`src/rtl/instr_encoder_loader.sv`:
```
// Instruction encoder/loader.
// Accepts decoded instruction fields over a valid/ready handshake, packs each
// bundle into a 32-bit MIPS instruction word and writes it to consecutive
// words of instruction memory during a load session. A session is opened by
// start and closed by finish. Illegal op classes are consumed without a write
// and latch a sticky error flag.

module instr_encoder_loader #(
  parameter int ADDR_WIDTH = 8,
  parameter int DEPTH      = 256,
  parameter int BASE_ADDR  = 0
) (
  input  logic                  clk,
  input  logic                  reset,
  input  logic                  start,
  input  logic                  finish,
  input  logic                  in_valid,
  output logic                  in_ready,
  input  logic [2:0]            op_class,
  input  logic [4:0]            rs,
  input  logic [4:0]            rt,
  input  logic [4:0]            rd,
  input  logic [4:0]            shamt,
  input  logic [5:0]            funct,
  input  logic [15:0]           imm,
  output logic                  imem_we,
  output logic [ADDR_WIDTH-1:0] imem_addr,
  output logic [31:0]           imem_wdata,
  output logic [ADDR_WIDTH:0]   word_count,
  output logic                  full,
  output logic                  done,
  output logic                  err_illegal
);

  // DRAIN covers the cycle in which the final write of a session is still
  // on the memory port, so that done only rises once that write has landed.
  typedef enum logic [1:0] {
    IDLE  = 2'd0,
    LOAD  = 2'd1,
    DRAIN = 2'd2,
    DONE  = 2'd3
  } state_t;

  localparam logic [ADDR_WIDTH-1:0] BaseAddrC = ADDR_WIDTH'(BASE_ADDR);
  localparam logic [ADDR_WIDTH:0]   DepthC    = (ADDR_WIDTH+1)'(DEPTH);

  localparam logic [5:0] OpcRType = 6'b000000;
  localparam logic [5:0] OpcLw    = 6'b100011;
  localparam logic [5:0] OpcSw    = 6'b101011;
  localparam logic [5:0] OpcBeq   = 6'b000100;
  localparam logic [5:0] OpcAddi  = 6'b001000;

  state_t                  state_q, state_d;
  logic                    we_q, we_d;
  logic [ADDR_WIDTH-1:0]   addr_q, addr_d;
  logic [ADDR_WIDTH-1:0]   nextAddr_q, nextAddr_d;
  logic [31:0]             wdata_q, wdata_d;
  logic [ADDR_WIDTH:0]     count_q, count_d;
  logic                    err_q, err_d;

  logic                    fullNow;
  logic                    readyNow;
  logic                    transfer;
  logic                    sessionStart;
  logic                    legal;
  logic [31:0]             encoded;

  assign fullNow      = (count_q == DepthC);
  assign readyNow     = (state_q == LOAD) && !fullNow;
  assign transfer     = in_valid && readyNow;
  assign sessionStart = start && ((state_q == IDLE) || (state_q == DONE));

  // Pack the field bundle into a MIPS word; I-types ignore rd/shamt/funct.
  always_comb begin
    encoded = 32'h0000_0000;
    legal   = 1'b1;
    case (op_class)
      3'd0:    encoded = {OpcRType, rs, rt, rd, shamt, funct};
      3'd1:    encoded = {OpcLw,   rs, rt, imm};
      3'd2:    encoded = {OpcSw,   rs, rt, imm};
      3'd3:    encoded = {OpcBeq,  rs, rt, imm};
      3'd4:    encoded = {OpcAddi, rs, rt, imm};
      default: legal   = 1'b0;
    endcase
  end

  // Session sequencing; finish beats start in LOAD, and a finish that
  // coincides with an accepted bundle waits one cycle for its write.
  always_comb begin
    state_d = state_q;
    case (state_q)
      IDLE:    if (start)  state_d = LOAD;
      LOAD:    if (finish) state_d = transfer ? DRAIN : DONE;
      DRAIN:   state_d = DONE;
      DONE:    if (start)  state_d = LOAD;
      default: state_d = IDLE;
    endcase
  end

  // Write-port and bookkeeping next-state: one registered write per accepted
  // legal bundle, sticky error for illegal ones, counters cleared by start.
  always_comb begin
    we_d       = 1'b0;
    addr_d     = addr_q;
    nextAddr_d = nextAddr_q;
    wdata_d    = wdata_q;
    count_d    = count_q;
    err_d      = err_q;
    if (sessionStart) begin
      count_d    = '0;
      err_d      = 1'b0;
      nextAddr_d = BaseAddrC;
    end else if (transfer) begin
      if (legal) begin
        we_d       = 1'b1;
        addr_d     = nextAddr_q;
        wdata_d    = encoded;
        count_d    = count_q + 1'b1;
        nextAddr_d = nextAddr_q + 1'b1;
      end else begin
        err_d = 1'b1;
      end
    end
  end

  // State and datapath registers; reset drops any write still pending.
  always_ff @(posedge clk) begin
    if (reset) begin
      state_q    <= IDLE;
      we_q       <= 1'b0;
      addr_q     <= BaseAddrC;
      nextAddr_q <= BaseAddrC;
      wdata_q    <= 32'h0000_0000;
      count_q    <= '0;
      err_q      <= 1'b0;
    end else begin
      state_q    <= state_d;
      we_q       <= we_d;
      addr_q     <= addr_d;
      nextAddr_q <= nextAddr_d;
      wdata_q    <= wdata_d;
      count_q    <= count_d;
      err_q      <= err_d;
    end
  end

  assign in_ready    = readyNow;
  assign imem_we     = we_q;
  assign imem_addr   = addr_q;
  assign imem_wdata  = wdata_q;
  assign word_count  = count_q;
  assign full        = fullNow;
  assign done        = (state_q == DONE);
  assign err_illegal = err_q;

endmodule
```
`config.mk`:
```
export PLATFORM = sky130hd
export DESIGN_NAME = instr_encoder_loader
export DESIGN_NICKNAME = d
export VERILOG_FILES = /design/src/rtl/instr_encoder_loader.sv
export SDC_FILE = /design/constraint.sdc
export NUM_CORES = 1
export LEC_CHECK = 0
export ABC_AREA = 1
export BUFFER_PORTS_ARGS = -buffer_cell sky130_fd_sc_hd__buf_4
export CAP_MARGIN = 20
export CORE_MARGIN = 4
export CORE_UTILIZATION = 40
export CTS_CLUSTER_SIZE = 12
export DETAILED_ROUTE_END_ITERATION = 10
export HOLD_SLACK_MARGIN = 0.05
export PLACE_DENSITY = 0.66
export SYNTH_ARGS = -nofsm -noshare
export SYNTH_HDL_FRONTEND = slang
export SYNTH_SLANG_ARGS = --single-unit
```
`constraint.sdc`:
```
create_clock -name clk -period 2.3 [get_ports clk]
set_input_delay 0.115 -clock clk [delete_from_list [all_inputs] [get_ports clk]]
set_output_delay 0.115 -clock clk [all_outputs]
set_load 0.05 [all_outputs]
```
==> summary.md <==
| Metric | Value |
|---|---|
| Status | finished clean |
| CP required | 2.56 ns |
| Fillers | 746 |
| Number of diodes | 0 |
| Tmin final | 1.94 ns |
| RSZ-0062 raised after global routing | false |
| Synth Instances | 451 |
| Min Hold Slack | 0.0907 ns |
| Die width | 94.3 um |
| Worst slew pin tran | 0.624 ns |
| Clock slew at reported path FFs | 0.07 ns |
| Syn_area_per_cell | 6.61 um^2 |
| Critical Path Max Stage Delay | 0.49 ns |
| I/O Buffers | 102 |
| # DRC | 0 |
| Routed length per instance | 11.4 um |
| VDD IR max | 443 uV |
| Post-synthesis cell area | 2980 um^2 |
| Pre-CTS setup slack | 0.348 ns |
| Detail Route Antenna Nets | 0 |
| Placed insts | 632 |
| Cell Rows | 31 |
| Antenna violations before repair | 0 |
| # nets final | 600 |
| Area contributors post-synth | dfxtp_1 39%, nand2_1 16%, nor2_1 11% |
| Setup CP Type | reg2reg |
| Syn nets | 506 |
| Slowest-stage cell, CP | nor2_8 |
| GPL Wtd Cong | 0.829 |
| Fin. Hold Viols | 0 |
| Commonest non-fill, non-tap cell in the layout | nand2_1 |
| Max FO, Critical Path | 37 |
| Crit-path cells | inv_1 > ha_1 > nand2_1 > nor2_1 > nand2_4 > nand4_4 > nor2_8 > nor2_1 > nor2_1 |
| Final HPWL DP | 5.34 mm |
| Clk_skew | 0.00498 ns |
| Vias | 2895 |
| Register area | 1160 um^2 |
| CTS tree | yes |
| Met3 GRT Util | 3.37% |
| Setup crit end kind | flip-flop |
| CTS Sinks | 58 |
| Worst EP arrival | 2.21 ns |
| Hold crit path type | in2reg |
| Worst skew pair latency | 0.33 ns |
| Seq/Total Area, Yosys | 39.0% |
| Die H | 94.3 um |
| Largest net degree at the start of global routing | 38 |
| Area Overhead vs Synth | 31.9% |
| Final slew viol count | 0 |
| Htree depth | 3 |
| Initial drt markers | 89 |
| Area after DPL | 3760 um^2 |
| Seq cells post-synth | 58 |
| CTS Root Cell | clkbuf_8 |
| Yosys warnings | 0 |
| Cell family with most CP delay | simple AND/OR/NAND/NOR gates |
| CORE AREA | 7250 um^2 |
| Met1 usage | 21.5% |
| Vias in the first global route | 2631 |
| CTS max path bufs | 2 |
| Multi-input logic area | 1460 um^2 |
| Post-Layout Cell Count | 648 |
| Worst setup margin | 0.358 ns |
| GRT Max-Usage Layer | met2 |
| Post-route cell area | 3930 um^2 |
| PwrDens | 818 nW/um^2 |
| Final wirelength | 7.36 mm |
| TNS Setup | 0 ns |
| Vias/cell | 4.47 |
| Ports | 104 |
| First drt pass iteration count | 4 |
| Synth area leader | dfxtp_1 |
| Most frequent cells in the layout | 124 x nand2_1, 103 x buf_4, 85 x nor2_1 |
| Final setup viols | 0 |
| CTS Buf Count | 9 |
| Synth unique cells | 27 |
| Effective utilization at floorplan | 41.1% |
| Post-CTS Setup Bufs | 0 |
| Synth top area share | 39.0% |
| Layout cells sized above 1 | 24.8% |
| CP dominant cell by count | nor2_1 |
| WP buf/inv | 1 |
| Gr usage total | 16.9% |
| Tcrit/Tclk final | 84.4% |
| First-pass GRT wire length | 12.0 mm |
| CP Launch Type | flip-flop |
| Die ar. | 8890 um^2 |
| Max-Cap Viols | 0 |
| Rel. slew slack | 58.4% |
| GRT Residual Overflow | 0 |
| Static Leak | 1.91 nW |
| Met2 Use GR | 27.8% |
| Max Freq | 515 MHz |
==> repair_timing <==
action                                 4_1_cts  5_1_grt
hold buffers                                 1        0
endpoints found under the hold margin        1        0
setup endpoints to repair                    0        0
gates resized for setup                      0        0
==> synthesized netlist by cell type, drive strengths merged <==
| cell type | instances |
|---|---|
| buf | 19 |
| or2 | 5 |
| o21a | 1 |
| nor2 | 89 |
| a21oi | 19 |
| xor2 | 7 |
| nand2 | 126 |
| inv | 55 |
| ha | 5 |
| dfxtp | 58 |
| nand3 | 50 |
| nor3 | 1 |
| o21ai | 7 |
| nand4 | 4 |
| clkbuf | 4 |
| conb | 1 |
==> final timing paths <==
path | end | from | depth (start not counted) | slack (ns)
min reg2reg | imem_wdata[28]$_SDFFE_PP0P_ | imem_wdata[28]$_SDFFE_PP0P_ | 2 | 0.48
max reg2reg | imem_wdata[13]$_SDFFE_PP0P_ | word_count[0]$_SDFFE_PP0P_ | 9 | 0.36
max | imem_wdata[13]$_SDFFE_PP0P_ | word_count[0]$_SDFFE_PP0P_ | 9 | 0.36
min | imem_wdata[19]$_SDFFE_PP0P_ | rt[3] | 5 | 0.09
==> worst reg2reg max path, cell delays in order, from the launching register on <==
cell,delay (ns)
dfxtp_1,0.41
inv_1,0.08
ha_1,0.21
nand2_1,0.07
nor2_1,0.06
nand2_4,0.09
nand4_4,0.25
nor2_8,0.50
nor2_1,0.10
nor2_1,0.12
==> area by class of cell <==
type	instances	share of cell area, %
well taps	99	3.15
multi-input cells	315	37.0
inverters	55	5.25
flip-flops and latches	58	29.6
repair buffers	106	21.0
clock buffers	9	3.15
clock inverters	6	0.892
==> per-layer routing <==
layer / part of all wire [%] / wire, um
met1: 45 / 3290
met4: 1.4 / 104
met2: 49 / 3590
met5: 0 / 0
met3: 5.1 / 377
==> sequential cells by signal (all words and copies together), names as in the netlist <==
name,cells
imem_we,1
state_q,2
word_count,9
imem_addr,8
err_illegal,1
nextAddr_q,8
imem_wdata,29
==> where the power goes <==
group / switching (mW) / total, mW / internal [mW] / leakage (nW)
sequential: 0.0665 / 1.19 / 1.12 / 0.470
clock: 0.403 / 0.779 / 0.376 / 0.0806
combinational: 0.863 / 1.25 / 0.388 / 1.35
==> logic make-up after synthesis <==
| kind of cell | share of synthesized area (%) |
|---|---|
| other | 0.126 |
| and+or+nand+nor | 39.9 |
| adders and majority gates | 2.10 |
| AOI/OAI and AO/OA | 4.62 |
| buffers and inverters | 12.2 |
| DFF | 39.0 |
| xor gates and xnor gates | 2.06 |
==> per-stage QoR <==
stage / util, % / total power [mW]
4_1_cts: 54.2 / 3.26
5_1_grt: 54.2 / 3.41
3_3_place_gp: 51.8 / 2.45
3_5_place_dp: 51.8 / 2.47
2_1_floorplan: - / 2.13
6_report: 54.2 / 3.22
No activity file was read; power rests on OpenSTA's default activity.
